===== config.mk =====
export PLATFORM = sky130hd
export DESIGN_NAME = branch_resolve_ctrl_flat
export DESIGN_NICKNAME = d
export VERILOG_FILES = /design/src/rtl/branch_resolve_if.sv /design/src/rtl/branch_resolve_ctrl.sv /design/src/flat_wrapper.sv
export SDC_FILE = /design/constraint.sdc
export NUM_CORES = 1
export LEC_CHECK = 0
export CAP_MARGIN = 30
export CORE_MARGIN = 3
export CORE_UTILIZATION = 48
export DETAILED_ROUTE_END_ITERATION = 10
export PLACE_DENSITY = 0.78
export SYNTH_ARGS = -nofsm -noshare
export SYNTH_HDL_FRONTEND = slang
export SYNTH_SLANG_ARGS = --single-unit

===== constraint.sdc =====
create_clock -name clk -period 2.73 [get_ports clk]
set_input_delay 0.273 -clock clk [delete_from_list [all_inputs] [get_ports clk]]
set_output_delay 0.273 -clock clk [all_outputs]
set_load 0.005 [all_outputs]

===== src/rtl/branch_resolve_if.sv =====
// branch_resolve_if: decode handshake, EX stall, redirect/flush and fetch
// prediction lookup signals for branch_resolve_ctrl.
//
// Handshake: an op moves from decode into the EX slot on a rising clk edge
// where id_valid && id_ready are both high. id_valid is held with stable
// op fields until that edge. id_ready depends only on controller state and
// ex_stall, never on id_valid.
interface branch_resolve_if #(
    parameter int XLEN = 32
);
    logic            id_valid;
    logic            id_ready;
    logic            id_is_br;
    logic            id_is_jal;
    logic            id_is_jalr;
    logic [2:0]      id_funct3;
    logic [XLEN-1:0] id_pc;
    logic [XLEN-1:0] id_imm;
    logic [XLEN-1:0] id_rs1_dat;
    logic [XLEN-1:0] id_rs2_dat;
    logic            id_pred_taken;
    logic            ex_stall;
    logic            redirect_valid;
    logic [XLEN-1:0] redirect_pc;
    logic            flush;
    logic            illegal_br;
    logic [XLEN-1:0] ifu_pc;
    logic            ifu_pred_taken;

    // Decode/pipeline side: drives ops, stall and fetch PC.
    modport master (
        output id_valid, id_is_br, id_is_jal, id_is_jalr, id_funct3,
               id_pc, id_imm, id_rs1_dat, id_rs2_dat, id_pred_taken,
               ex_stall, ifu_pc,
        input  id_ready, redirect_valid, redirect_pc, flush, illegal_br,
               ifu_pred_taken
    );

    // Branch resolve controller side.
    modport slave (
        input  id_valid, id_is_br, id_is_jal, id_is_jalr, id_funct3,
               id_pc, id_imm, id_rs1_dat, id_rs2_dat, id_pred_taken,
               ex_stall, ifu_pc,
        output id_ready, redirect_valid, redirect_pc, flush, illegal_br,
               ifu_pred_taken
    );
endinterface


===== src/rtl/branch_resolve_ctrl.sv =====
// branch_resolve_ctrl: single-slot EX stage that resolves RV32I branches,
// JAL and JALR, compares against the fetch prediction and issues a
// one-cycle redirect followed by an IF/ID flush window.
// Optional feature macro: BRANCH_BHT_EN (2-bit saturating counter table).
// Without it, fetch predicts not-taken and every taken op redirects.
// o_dbg_state exposes the FSM encoding: 0 IDLE, 1 EXEC, 2 FLUSH.
module branch_resolve_ctrl #(
    parameter int XLEN         = 32,
    parameter int FLUSH_CYCLES = 2,
    parameter int BHT_ENTRIES  = 64
) (
    input  logic             clk,
    input  logic             rst_n,
    branch_resolve_if.slave  bus,
    output logic [1:0]       o_dbg_state
);

    localparam logic [3:0] FLUSH_CNT_INIT = 4'(FLUSH_CYCLES - 1);

    typedef enum logic [1:0] {
        S_IDLE  = 2'd0,
        S_EXEC  = 2'd1,
        S_FLUSH = 2'd2
    } state_t;

    state_t          r_state;
    state_t          w_state_nxt;

    // EX slot contents
    logic            r_is_br;
    logic            r_is_jal;
    logic            r_is_jalr;
    logic            r_pred;
    logic [2:0]      r_funct3;
    logic [XLEN-1:0] r_pc;
    logic [XLEN-1:0] r_imm;
    logic [XLEN-1:0] r_rs1;
    logic [XLEN-1:0] r_rs2;

    logic [3:0]      r_flush_cnt;
    logic            r_redirect_valid;
    logic [XLEN-1:0] r_redirect_pc;
    logic            r_illegal;

    logic            w_ready;
    logic            w_capture;
    logic            w_load;
    logic            w_resolve;
    logic            w_cond;
    logic            w_illegal;
    logic            w_taken;
    logic            w_mismatch;
    logic            w_id_pred;
    logic [XLEN-1:0] w_pc_imm;
    logic [XLEN-1:0] w_jalr_tgt;
    logic [XLEN-1:0] w_pc_plus4;
    logic [XLEN-1:0] w_target;
    logic [XLEN-1:0] w_redir_pc;

    assign w_capture = bus.id_valid && w_ready;
    assign w_resolve = (r_state == S_EXEC) && !bus.ex_stall;

    // Branch condition evaluation for the op held in the EX slot.
    always_comb begin
        w_cond    = 1'b0;
        w_illegal = 1'b0;
        case (r_funct3)
            3'b000:  w_cond = (r_rs1 == r_rs2);
            3'b001:  w_cond = (r_rs1 != r_rs2);
            3'b100:  w_cond = ($signed(r_rs1) <  $signed(r_rs2));
            3'b101:  w_cond = ($signed(r_rs1) >= $signed(r_rs2));
            3'b110:  w_cond = (r_rs1 <  r_rs2);
            3'b111:  w_cond = (r_rs1 >= r_rs2);
            default: w_illegal = r_is_br;  // 010/011 resolve as not-taken
        endcase
    end

    // Target arithmetic; all sums wrap modulo 2^XLEN.
    assign w_pc_imm   = r_pc + r_imm;
    assign w_jalr_tgt = (r_rs1 + r_imm) & ~(XLEN'(1));
    assign w_pc_plus4 = r_pc + XLEN'(4);
    assign w_target   = r_is_jalr ? w_jalr_tgt : w_pc_imm;

    // An op with no type bit set falls through to not-taken.
    assign w_taken    = r_is_jal || r_is_jalr || (r_is_br && w_cond);
    // Fetch never knows a JALR target, so JALR always redirects.
    assign w_mismatch = (w_taken != r_pred) || r_is_jalr;
    assign w_redir_pc = w_taken ? w_target : w_pc_plus4;

    // Next-state and handshake decode.
    always_comb begin
        w_state_nxt = r_state;
        w_ready     = 1'b0;
        case (r_state)
            S_IDLE: begin
                w_ready = 1'b1;
                if (bus.id_valid) begin
                    w_state_nxt = S_EXEC;
                end
            end
            S_EXEC: begin
                w_ready = !bus.ex_stall;
                if (!bus.ex_stall) begin
                    if (w_mismatch) begin
                        w_state_nxt = S_FLUSH;
                    end else if (bus.id_valid) begin
                        w_state_nxt = S_EXEC;
                    end else begin
                        w_state_nxt = S_IDLE;
                    end
                end
            end
            S_FLUSH: begin
                if (r_flush_cnt == 4'd0) begin
                    w_state_nxt = S_IDLE;
                end
            end
            default: w_state_nxt = S_IDLE;
        endcase
    end

    // An op handed over in the same cycle as a mispredict is wrong-path
    // work sitting in ID; it completes the handshake but is discarded.
    assign w_load = w_capture && (w_state_nxt == S_EXEC);

    // State register and flush window counter.
    always_ff @(posedge clk or negedge rst_n) begin
        if (!rst_n) begin
            r_state     <= S_IDLE;
            r_flush_cnt <= 4'd0;
        end else begin
            r_state <= w_state_nxt;
            if (w_resolve && w_mismatch) begin
                r_flush_cnt <= FLUSH_CNT_INIT;
            end else if ((r_state == S_FLUSH) && (r_flush_cnt != 4'd0)) begin
                r_flush_cnt <= r_flush_cnt - 4'd1;
            end
        end
    end

    // EX slot capture; the slot holds while ex_stall keeps id_ready low.
    always_ff @(posedge clk or negedge rst_n) begin
        if (!rst_n) begin
            r_is_br   <= 1'b0;
            r_is_jal  <= 1'b0;
            r_is_jalr <= 1'b0;
            r_pred    <= 1'b0;
            r_funct3  <= 3'd0;
            r_pc      <= '0;
            r_imm     <= '0;
            r_rs1     <= '0;
            r_rs2     <= '0;
        end else if (w_load) begin
            r_is_br   <= bus.id_is_br;
            r_is_jal  <= bus.id_is_jal;
            r_is_jalr <= bus.id_is_jalr;
            r_pred    <= w_id_pred;
            r_funct3  <= bus.id_funct3;
            r_pc      <= bus.id_pc;
            r_imm     <= bus.id_imm;
            r_rs1     <= bus.id_rs1_dat;
            r_rs2     <= bus.id_rs2_dat;
        end
    end

    // Resolve outputs: pulses last one cycle, redirect_pc holds its value.
    always_ff @(posedge clk or negedge rst_n) begin
        if (!rst_n) begin
            r_redirect_valid <= 1'b0;
            r_redirect_pc    <= '0;
            r_illegal        <= 1'b0;
        end else begin
            r_redirect_valid <= w_resolve && w_mismatch;
            r_illegal        <= w_resolve && w_illegal;
            if (w_resolve && w_mismatch) begin
                r_redirect_pc <= w_redir_pc;
            end
        end
    end

`ifdef BRANCH_BHT_EN
    localparam int BHT_IDXW = $clog2(BHT_ENTRIES);

    logic [1:0]          r_bht [BHT_ENTRIES];
    logic [BHT_IDXW-1:0] w_rd_idx;
    logic [BHT_IDXW-1:0] w_wr_idx;
    logic                w_bht_upd;
    logic                w_unused_ok;

    assign w_rd_idx  = bus.ifu_pc[BHT_IDXW+1:2];
    assign w_wr_idx  = r_pc[BHT_IDXW+1:2];
    assign w_bht_upd = w_resolve && r_is_br && !r_is_jal && !r_is_jalr && !w_illegal;

    // Counter training at the resolve edge of each legal B-type op.
    always_ff @(posedge clk or negedge rst_n) begin
        if (!rst_n) begin
            for (int i = 0; i < BHT_ENTRIES; i++) begin
                r_bht[i] <= 2'b01;
            end
        end else if (w_bht_upd) begin
            if (w_taken && (r_bht[w_wr_idx] != 2'b11)) begin
                r_bht[w_wr_idx] <= r_bht[w_wr_idx] + 2'd1;
            end else if (!w_taken && (r_bht[w_wr_idx] != 2'b00)) begin
                r_bht[w_wr_idx] <= r_bht[w_wr_idx] - 2'd1;
            end
        end
    end

    assign bus.ifu_pred_taken = r_bht[w_rd_idx][1];
    assign w_id_pred          = bus.id_pred_taken;
    assign w_unused_ok        = ^{bus.ifu_pc[XLEN-1:BHT_IDXW+2], bus.ifu_pc[1:0]};
`else
    logic w_unused_ok;

    // Static predict-not-taken: fetch and the carried prediction agree on 0.
    assign bus.ifu_pred_taken = 1'b0;
    assign w_id_pred          = 1'b0;
    assign w_unused_ok        = ^{bus.ifu_pc, bus.id_pred_taken, BHT_ENTRIES[0]};
`endif

    assign bus.id_ready       = w_ready;
    assign bus.redirect_valid = r_redirect_valid;
    assign bus.redirect_pc    = r_redirect_pc;
    assign bus.flush          = (r_state == S_FLUSH);
    assign bus.illegal_br     = r_illegal;
    assign o_dbg_state        = r_state;

endmodule


===== src/flat_wrapper.sv =====
// flat-port wrapper written by rule: the top's interface ports become plain ports
module branch_resolve_ctrl_flat 
#(
    parameter int XLEN         = 32,
    parameter int FLUSH_CYCLES = 2,
    parameter int BHT_ENTRIES  = 64
)
  (clk, rst_n, o_dbg_state, bus_id_valid, bus_id_is_br, bus_id_is_jal, bus_id_is_jalr, bus_id_funct3, bus_id_pc, bus_id_imm, bus_id_rs1_dat, bus_id_rs2_dat, bus_id_pred_taken, bus_ex_stall, bus_ifu_pc, bus_id_ready, bus_redirect_valid, bus_redirect_pc, bus_flush, bus_illegal_br, bus_ifu_pred_taken);
  branch_resolve_if #(.XLEN(XLEN)) bus_i ();
  input  logic clk;
  input  logic rst_n;
  output logic [1:0] o_dbg_state;
  input wire logic [$bits(bus_i.id_valid)-1:0] bus_id_valid;
  input wire logic [$bits(bus_i.id_is_br)-1:0] bus_id_is_br;
  input wire logic [$bits(bus_i.id_is_jal)-1:0] bus_id_is_jal;
  input wire logic [$bits(bus_i.id_is_jalr)-1:0] bus_id_is_jalr;
  input wire logic [$bits(bus_i.id_funct3)-1:0] bus_id_funct3;
  input wire logic [$bits(bus_i.id_pc)-1:0] bus_id_pc;
  input wire logic [$bits(bus_i.id_imm)-1:0] bus_id_imm;
  input wire logic [$bits(bus_i.id_rs1_dat)-1:0] bus_id_rs1_dat;
  input wire logic [$bits(bus_i.id_rs2_dat)-1:0] bus_id_rs2_dat;
  input wire logic [$bits(bus_i.id_pred_taken)-1:0] bus_id_pred_taken;
  input wire logic [$bits(bus_i.ex_stall)-1:0] bus_ex_stall;
  input wire logic [$bits(bus_i.ifu_pc)-1:0] bus_ifu_pc;
  output wire logic [$bits(bus_i.id_ready)-1:0] bus_id_ready;
  output wire logic [$bits(bus_i.redirect_valid)-1:0] bus_redirect_valid;
  output wire logic [$bits(bus_i.redirect_pc)-1:0] bus_redirect_pc;
  output wire logic [$bits(bus_i.flush)-1:0] bus_flush;
  output wire logic [$bits(bus_i.illegal_br)-1:0] bus_illegal_br;
  output wire logic [$bits(bus_i.ifu_pred_taken)-1:0] bus_ifu_pred_taken;
  assign bus_i.id_valid = bus_id_valid;
  assign bus_i.id_is_br = bus_id_is_br;
  assign bus_i.id_is_jal = bus_id_is_jal;
  assign bus_i.id_is_jalr = bus_id_is_jalr;
  assign bus_i.id_funct3 = bus_id_funct3;
  assign bus_i.id_pc = bus_id_pc;
  assign bus_i.id_imm = bus_id_imm;
  assign bus_i.id_rs1_dat = bus_id_rs1_dat;
  assign bus_i.id_rs2_dat = bus_id_rs2_dat;
  assign bus_i.id_pred_taken = bus_id_pred_taken;
  assign bus_i.ex_stall = bus_ex_stall;
  assign bus_i.ifu_pc = bus_ifu_pc;
  assign bus_id_ready = bus_i.id_ready;
  assign bus_redirect_valid = bus_i.redirect_valid;
  assign bus_redirect_pc = bus_i.redirect_pc;
  assign bus_flush = bus_i.flush;
  assign bus_illegal_br = bus_i.illegal_br;
  assign bus_ifu_pred_taken = bus_i.ifu_pred_taken;
  branch_resolve_ctrl #(.XLEN(XLEN), .FLUSH_CYCLES(FLUSH_CYCLES), .BHT_ENTRIES(BHT_ENTRIES)) u_core (.clk(clk), .rst_n(rst_n), .bus(bus_i), .o_dbg_state(o_dbg_state));
endmodule

### Word level (Yosys, flattened, before mapping)

Index checks and enable logic that the tools add are counted.
Widths: inputs -> output; s select.

* register bits: 174
* word-level logic and storage cells: 61
* bits of input ports: 171
* output and inout port bits: 39

* order comparisons: 4
* eq/ne operators: 10
* add/subtract/negate cells: 4
* reductions and logical operators: 17
* muxes and demuxes: 13

Operators by type and width (count)
* $add 32x32->32: 2
* $ge 32x32->1: 2
* $lt 32x32->1: 2
* $mux 32: 2
* $add 32x3->32 const B: 1
* $eq 32x32->1: 1
* $ne 32x32->1: 1
* $eq 3x3->1 const B: 4
* $mux 2: 4
* $mux 4: 2
* $logic_and 1x1->1: 7
* $pmux 1 s6: 1
* $pmux 2 s3: 1
* $reduce_or 6->1: 1
* $eq 2x1->1 const B: 2
* $logic_not 4->1: 1
* $reduce_bool 4->1: 1
* $sub 4x1->4 const B: 1
* $eq 3x1->1 const B: 1
* $logic_not 3->1: 1
* $logic_or 1x1->1: 3
* $eq 2x2->1 const B: 1
* $logic_not 2->1: 1
* $mux 1: 2
* 3 further kinds: 3

### Logic depth before layout (Yosys ltp)

Gate-level depths: netlist of run 1.

* depth after elaboration: 10
* depth in mapped cells: 13
* depth with buffers taken out: 12

### Worst setup path after synthesis of run 1

No wires, ideal clock.

* path type: reg2reg
* start point: register u_core.r_imm[0]
* end point: register u_core.r_redirect_pc[30], in the netlist u_core.bus.redirect_pc[30]
* stages on the path, launching flop included: 13
* path slack: -0.229 ns
* buffers on the path: 0
* setup time: 0.124 ns
* clock period less this slack: 2.959 ns
* arrival: 2.835 ns
* required time: 2.606 ns
* cells stage by stage: dfrtp_1 > ha_1 > inv_1 > fa_1 > nand2b_1 > a21oi_1 > o41ai_1 > o21ai_0 > a41oi_1 > a2111oi_0 > or3_1 > a21oi_1 > o31a_1

* cells in the longest elaborated chain, start to end: 3
* elaborated cells on any way between the ends: 4
* classes of those cells: 2 x add/sub; 2 x mux

Ends and longest elaborated chain
* start, declared: RTL line branch_resolve_ctrl.sv:36 `logic [XLEN-1:0] r_imm;`
* start signal, assigned: RTL line branch_resolve_ctrl.sv:160 `r_imm <= bus.id_imm;`
* $add 32x32->32 (on tied branches): RTL line branch_resolve_ctrl.sv:79, branch_resolve_ctrl.sv:80
* $mux 32 *: RTL line branch_resolve_ctrl.sv:82 `assign w_target = r_is_jalr ? w_jalr_tgt : w_pc_imm;`
* $mux 32 *: RTL line branch_resolve_ctrl.sv:88 `assign w_redir_pc = w_taken ? w_target : w_pc_plus4;`
* end signal, assigned: RTL line branch_resolve_ctrl.sv:176 `r_redirect_pc <= w_redir_pc;`
* end, declared: RTL line branch_resolve_ctrl.sv:42 `logic [XLEN-1:0] r_redirect_pc;`

Every way passes the cells marked *; elsewhere a longest branch is shown, timed or not.
A chain may end at the register's enable or synchronous reset.

### Final worst setup path of run 1

* start point: register u_core.r_rs2[15]
* end point: register u_core.r_imm[21]

* cells in the longest elaborated chain, start to end: 10
* elaborated cells on any way between the ends: 15
* classes of those cells: 4 x order compare; 3 x eq/ne; 4 x mux; 4 x reduce/logical

Ends and longest elaborated chain
* start, declared: RTL line branch_resolve_ctrl.sv:38 `logic [XLEN-1:0] r_rs2;`
* start signal, assigned: RTL line branch_resolve_ctrl.sv:162 `r_rs2 <= bus.id_rs2_dat;`
* $ge 32x32->1, or another cell as far along: RTL line branch_resolve_ctrl.sv:73 `3'b111: w_cond = (r_rs1 >= r_rs2);`
* $pmux 1 s6 *: RTL line branch_resolve_ctrl.sv:67 `case (r_funct3)`
* $logic_and 1x1->1 *: RTL line branch_resolve_ctrl.sv:85 `assign w_taken = r_is_jal || r_is_jalr || (r_is_br && w_cond);`
* $logic_or 1x1->1 *: RTL line branch_resolve_ctrl.sv:85
* $logic_or 1x1->1 *: RTL line branch_resolve_ctrl.sv:87 `assign w_mismatch = (w_taken != r_pred) || r_is_jalr;`
* $mux 2 *: RTL line branch_resolve_ctrl.sv:104 `if (w_mismatch) begin`
* $mux 2 *: RTL line branch_resolve_ctrl.sv:103 `if (!bus.ex_stall) begin`
* $pmux 2 s3 *: RTL line branch_resolve_ctrl.sv:94 `case (r_state)`
* $eq 2x1->1 *: RTL line branch_resolve_ctrl.sv:124 `assign w_load = w_capture && (w_state_nxt == S_EXEC);`
* $logic_and 1x1->1 *: RTL line branch_resolve_ctrl.sv:124

Marks and branches as above.

==> impl_metrics.yaml, run 1 <==
power_and_ir_drop:
  swShare: 0.436
  p_sw_w: 0.0119
  irDropWorstVdd_mv: 0.800
  p_leak_nw: 7.62
  combinationalPowerShare: 0.720
  internal_power_w: 0.0154
  pwr_density_cell_nw_per_um2: 1630
  seq_power_share: 0.186
  power_frac_clock: 0.094
setup_path:
  reg2reg_depth: 14
  critical_path_required_ns: 3.05
  worstReg2RegEnd: "u_core.r_imm[21]"
  crit_arrival_ns: 3.58
  rrSetupSlack_ns: -0.53
  crit_type: "register to register"
  rr_startpoint: "u_core.r_rs2[15]"
  cp_max_fo: 20
  cp-start-kind: "register"
  critPathCaptureType: "register"
floorplanning:
  die_w_microns: 159
  io_pins: 210
  dieHeight_microns: 159
  std_cell_rows: 55
  start_util: 0.490
  core_area_sq_um: 22800
  die_area_sq_um: 25100
yosys:
  avgSynthCellArea_sq_um: 10.4
  ys_async_sr_fraction: 1.00
  yosysTopAreaCellShare: 0.390
  yosysSeqAreaShare: 0.390
  yosysWarnings: 0
  synth_area_leaders: "dfrtp_1 39%, ha_1 11%, mux2_4 7.8%, mux2_2 7.7%, a21oi_1 3.7%"
  synth_area_sq_um: 11200
  syn_nets: 1336
  synth_cell_type_count: 73
  netlist_instances: 1069
  yosys.cell_count.top_type: "dfrtp_1"
  synth_top_area_cell: "dfrtp_1"
  yosys_most_used_dff: "dfrtp_1"
  synth_common_cells: "174 x dfrtp_1, 94 x ha_1, 83 x a21oi_1"
  synth-edff-count: 0
  ys_seq_elements: 174
global_routing:
  grt_pass1_wl_microns: 51300
  grtUsageTotal: 0.261
  grt_max_degree: 73
  antenna_found_initial: 0
  grt_overflow_total: 0
  grt_pass1_vias: 10100
clock_tree:
  clkLatencyLatePin_ns: 0.45
  cts-buffers-inserted: 17
  cts_tree: "done"
  clk_pin_slew_ns: 0.07
  root_buffer: "clkbuf_16"
  cts_buffer_depth: 2
  clkSinkCount: 174
  cts_htree_levels: 4
final_layout:
  area_growth_pct: 50.1
  num-fill-cells: 1500
  final_util: 0.736
  diodes: 0
  drive_gt1_frac: 0.366
  fin_nets: 1733
sta:
  fin_crit_sh: 1.19
  setup_slack_ns: -0.529
  max-slew-margin-rel: 0.552
  fmax_ghz: 0.307
  report.final.setup_viol: 173
  skew_ns: 0.0131
  rsz0062_at_grt: "yes"
  fin_crit_ns: 3.26
  drv_slew: 0
  hold_viol_final: 0
  tightestPinTransition_ns: 0.671
routing:
  drt_iter0_drc: 755
  drtPass1Iterations: 5
  vias_per_cell: 5.70
  finalWirelength_microns: 37400
  drc_errors: 0
  wl_per_cell_microns: 20.9
  vias: 10200
  ant_nets: 0
placed_design:
  hpwlAfterDp_microns: 24400
  gp_congestion: 0.897
  port_buffers: 175
  pre_cts_slack_ns: -0.516
outcome:
  violations: "setup timing"
  outcome: "finished with violations"
worst_hold_path:
  hp-class: "input port to asynchronous set/reset pin"
flow_run:
  maxCapViolations: 0
registers in the layout (all words and copies together) (netlist names):
signal and flops:
u_core.bus.redirect_pc 32, u_core.r_imm 32, u_core.r_pc 32, u_core.r_rs1 32, u_core.r_rs2 32, u_core.r_flush_cnt 4
u_core.r_funct3 3, u_core.o_dbg_state 2, u_core.bus.illegal_br 1, u_core.bus.redirect_valid 1, u_core.r_is_br 1, u_core.r_is_jal 1
u_core.r_is_jalr 1
per-layer routing:
layer / part of all wire / vias to the layer above / global-route usage
met3: 0.058 / 104 / 0.0391
li1: - / 4698 / -
met1: 0.40 / 5011 / 0.331
met5: 0 / - / 0
met4: 0.036 / 0 / 0.0881
met2: 0.50 / 397 / 0.459
critical path: stages (launching register included):
cell     delay [ns]
dfrtp_1        0.37
inv_1          0.11
ha_4           0.30
nand4_1        0.21
nor4_2         0.34
buf_4          0.16
nand2_1        0.06
xnor2_1        0.13
a21oi_1        0.18
o41ai_2        0.10
o21a_1         0.22
nor2_4         0.17
buf_12         0.16
buf_6          0.24
mux2_2         0.38
power by group through the flow:
stage / combinational, W / clock [W] / sequential (W)
detailed placement: 0.0164 / 0 / 0.00491
floorplan: 0.0102 / 0 / 0.00467
finish: 0.0196 / 0.00257 / 0.00506
CTS: 0.0170 / 0.00257 / 0.00491
global route: 0.0211 / 0.00269 / 0.00518
global placement: 0.0160 / 0 / 0.00487
cell type report:
type                    instances  area [sq um]  area share
flip-flops and latches        174          4360       0.260
clock inverters                15           176      0.0105
inverters                      58           220      0.0131
well taps                     313           392      0.0234
multi-input cells             802          7190       0.429
repair buffers                413          4000       0.239
clock buffers                  17           425      0.0254
cells by family after synthesis:
kind of cell,count (synthesis),synth area share
xor+xnor,43,0.0337
simple gates,245,0.108
other cells,1,0.000336
buf+inv,93,0.0374
mux,146,0.165
fa+ha+maj,96,0.109
flops,174,0.390
compound gates,271,0.156
stage by stage:
| step | setup TNS (ns) | hold slack [ns] | instances | area (sq um) | power (W) |
|---|---|---|---|---|---|
| after floorplan | -18.02 | -0.0226 | 1069 | 11300 | 0.0149 |
| after global placement | -59.73 | 0.165 | 1723 | 14800 | 0.0209 |
| after detailed placement | -72.32 | 0.166 | 1723 | 14800 | 0.0213 |
| after CTS | -66.54 | 0.276 | 1765 | 15600 | 0.0245 |
| after global routing | -97.06 | 0.302 | 1792 | 16800 | 0.0289 |
| final | -77.07 | 0.267 | 1792 | 16800 | 0.0273 |
worst max path at each step:
stage                     start                  to  slack, ns  depth (start not counted)
5_1_grt        u_core.r_rs2[15]    u_core.r_imm[21]      -0.65                         14
6_report       u_core.r_rs2[15]    u_core.r_imm[21]      -0.53                         14
3_3_place_gp    u_core.r_rs2[5]    u_core.r_imm[13]      -0.43                         12
3_5_place_dp    u_core.r_rs1[9]     u_core.r_rs1[8]      -0.52                         12
4_1_cts         u_core.r_rs1[8]    u_core.r_rs1[24]      -0.51                         13
2_1_floorplan   u_core.r_rs1[5]  u_core.r_funct3[0]      -0.18                         12
cells in the final DEF (no fill, tap or decap), types with 10 or more instances in the layout:
cell type        instances
buf_4                  201
xor2_1                  16
clkdlybuf4s50_1        174
a21oi_1                 68
ha_4                    15
o21ai_1                 10
nand4_1                 12
clkbuf_16               30
o21ai_0                 31
nand2_1                 53
a21o_1                  28
nand2b_1                14
xnor2_1                 27
nor2_1                  49
inv_1                   54
mux2i_1                 12
dfrtp_1                173
mux2_4                  60
nor2b_1                 11
nand3_1                 19
mux2_2                  74
nand2_4                 15
o21ai_2                 20
ha_1                    78
a21oi_2                 13
repair_timing:
item / in CTS / in global routing
resized for setup: 24 / 173
hold endpoints to repair: 28 / 0
cloned: 2 / 17
setup buffers: 8 / 13
hold buffers: 1 / 0
pin swaps: 17 / 56
setup endpoints to repair: 172 / 173
(Power assumes the default switching activity.)
==> inputs of run 2 (changes only) <==
--- a/config.mk
+++ b/config.mk
@@ -12,2 +12,3 @@
 export PLACE_DENSITY = 0.78
+export SLEW_MARGIN = 10
 export SYNTH_ARGS = -nofsm -noshare
--- a/constraint.sdc
+++ b/constraint.sdc
@@ -3,2 +3,2 @@
 set_output_delay 0.273 -clock clk [all_outputs]
-set_load 0.005 [all_outputs]
+set_load 0.01 [all_outputs]
==> results of run 2 <==
Same layout as run 1 (identical final DEF). Status: finished with violations: setup timing.
Among the figures that moved: total power 0.0273 W -> 0.0274 W
==> inputs of run 3 (changes only) <==
- HOLD_SLACK_MARGIN: unset -> 0.05
==> results of run 3 <==
Same layout as run 1 (identical final DEF). Status: finished with violations: setup timing.
Among the figures that moved: total power 0.0273 W -> 0.0274 W
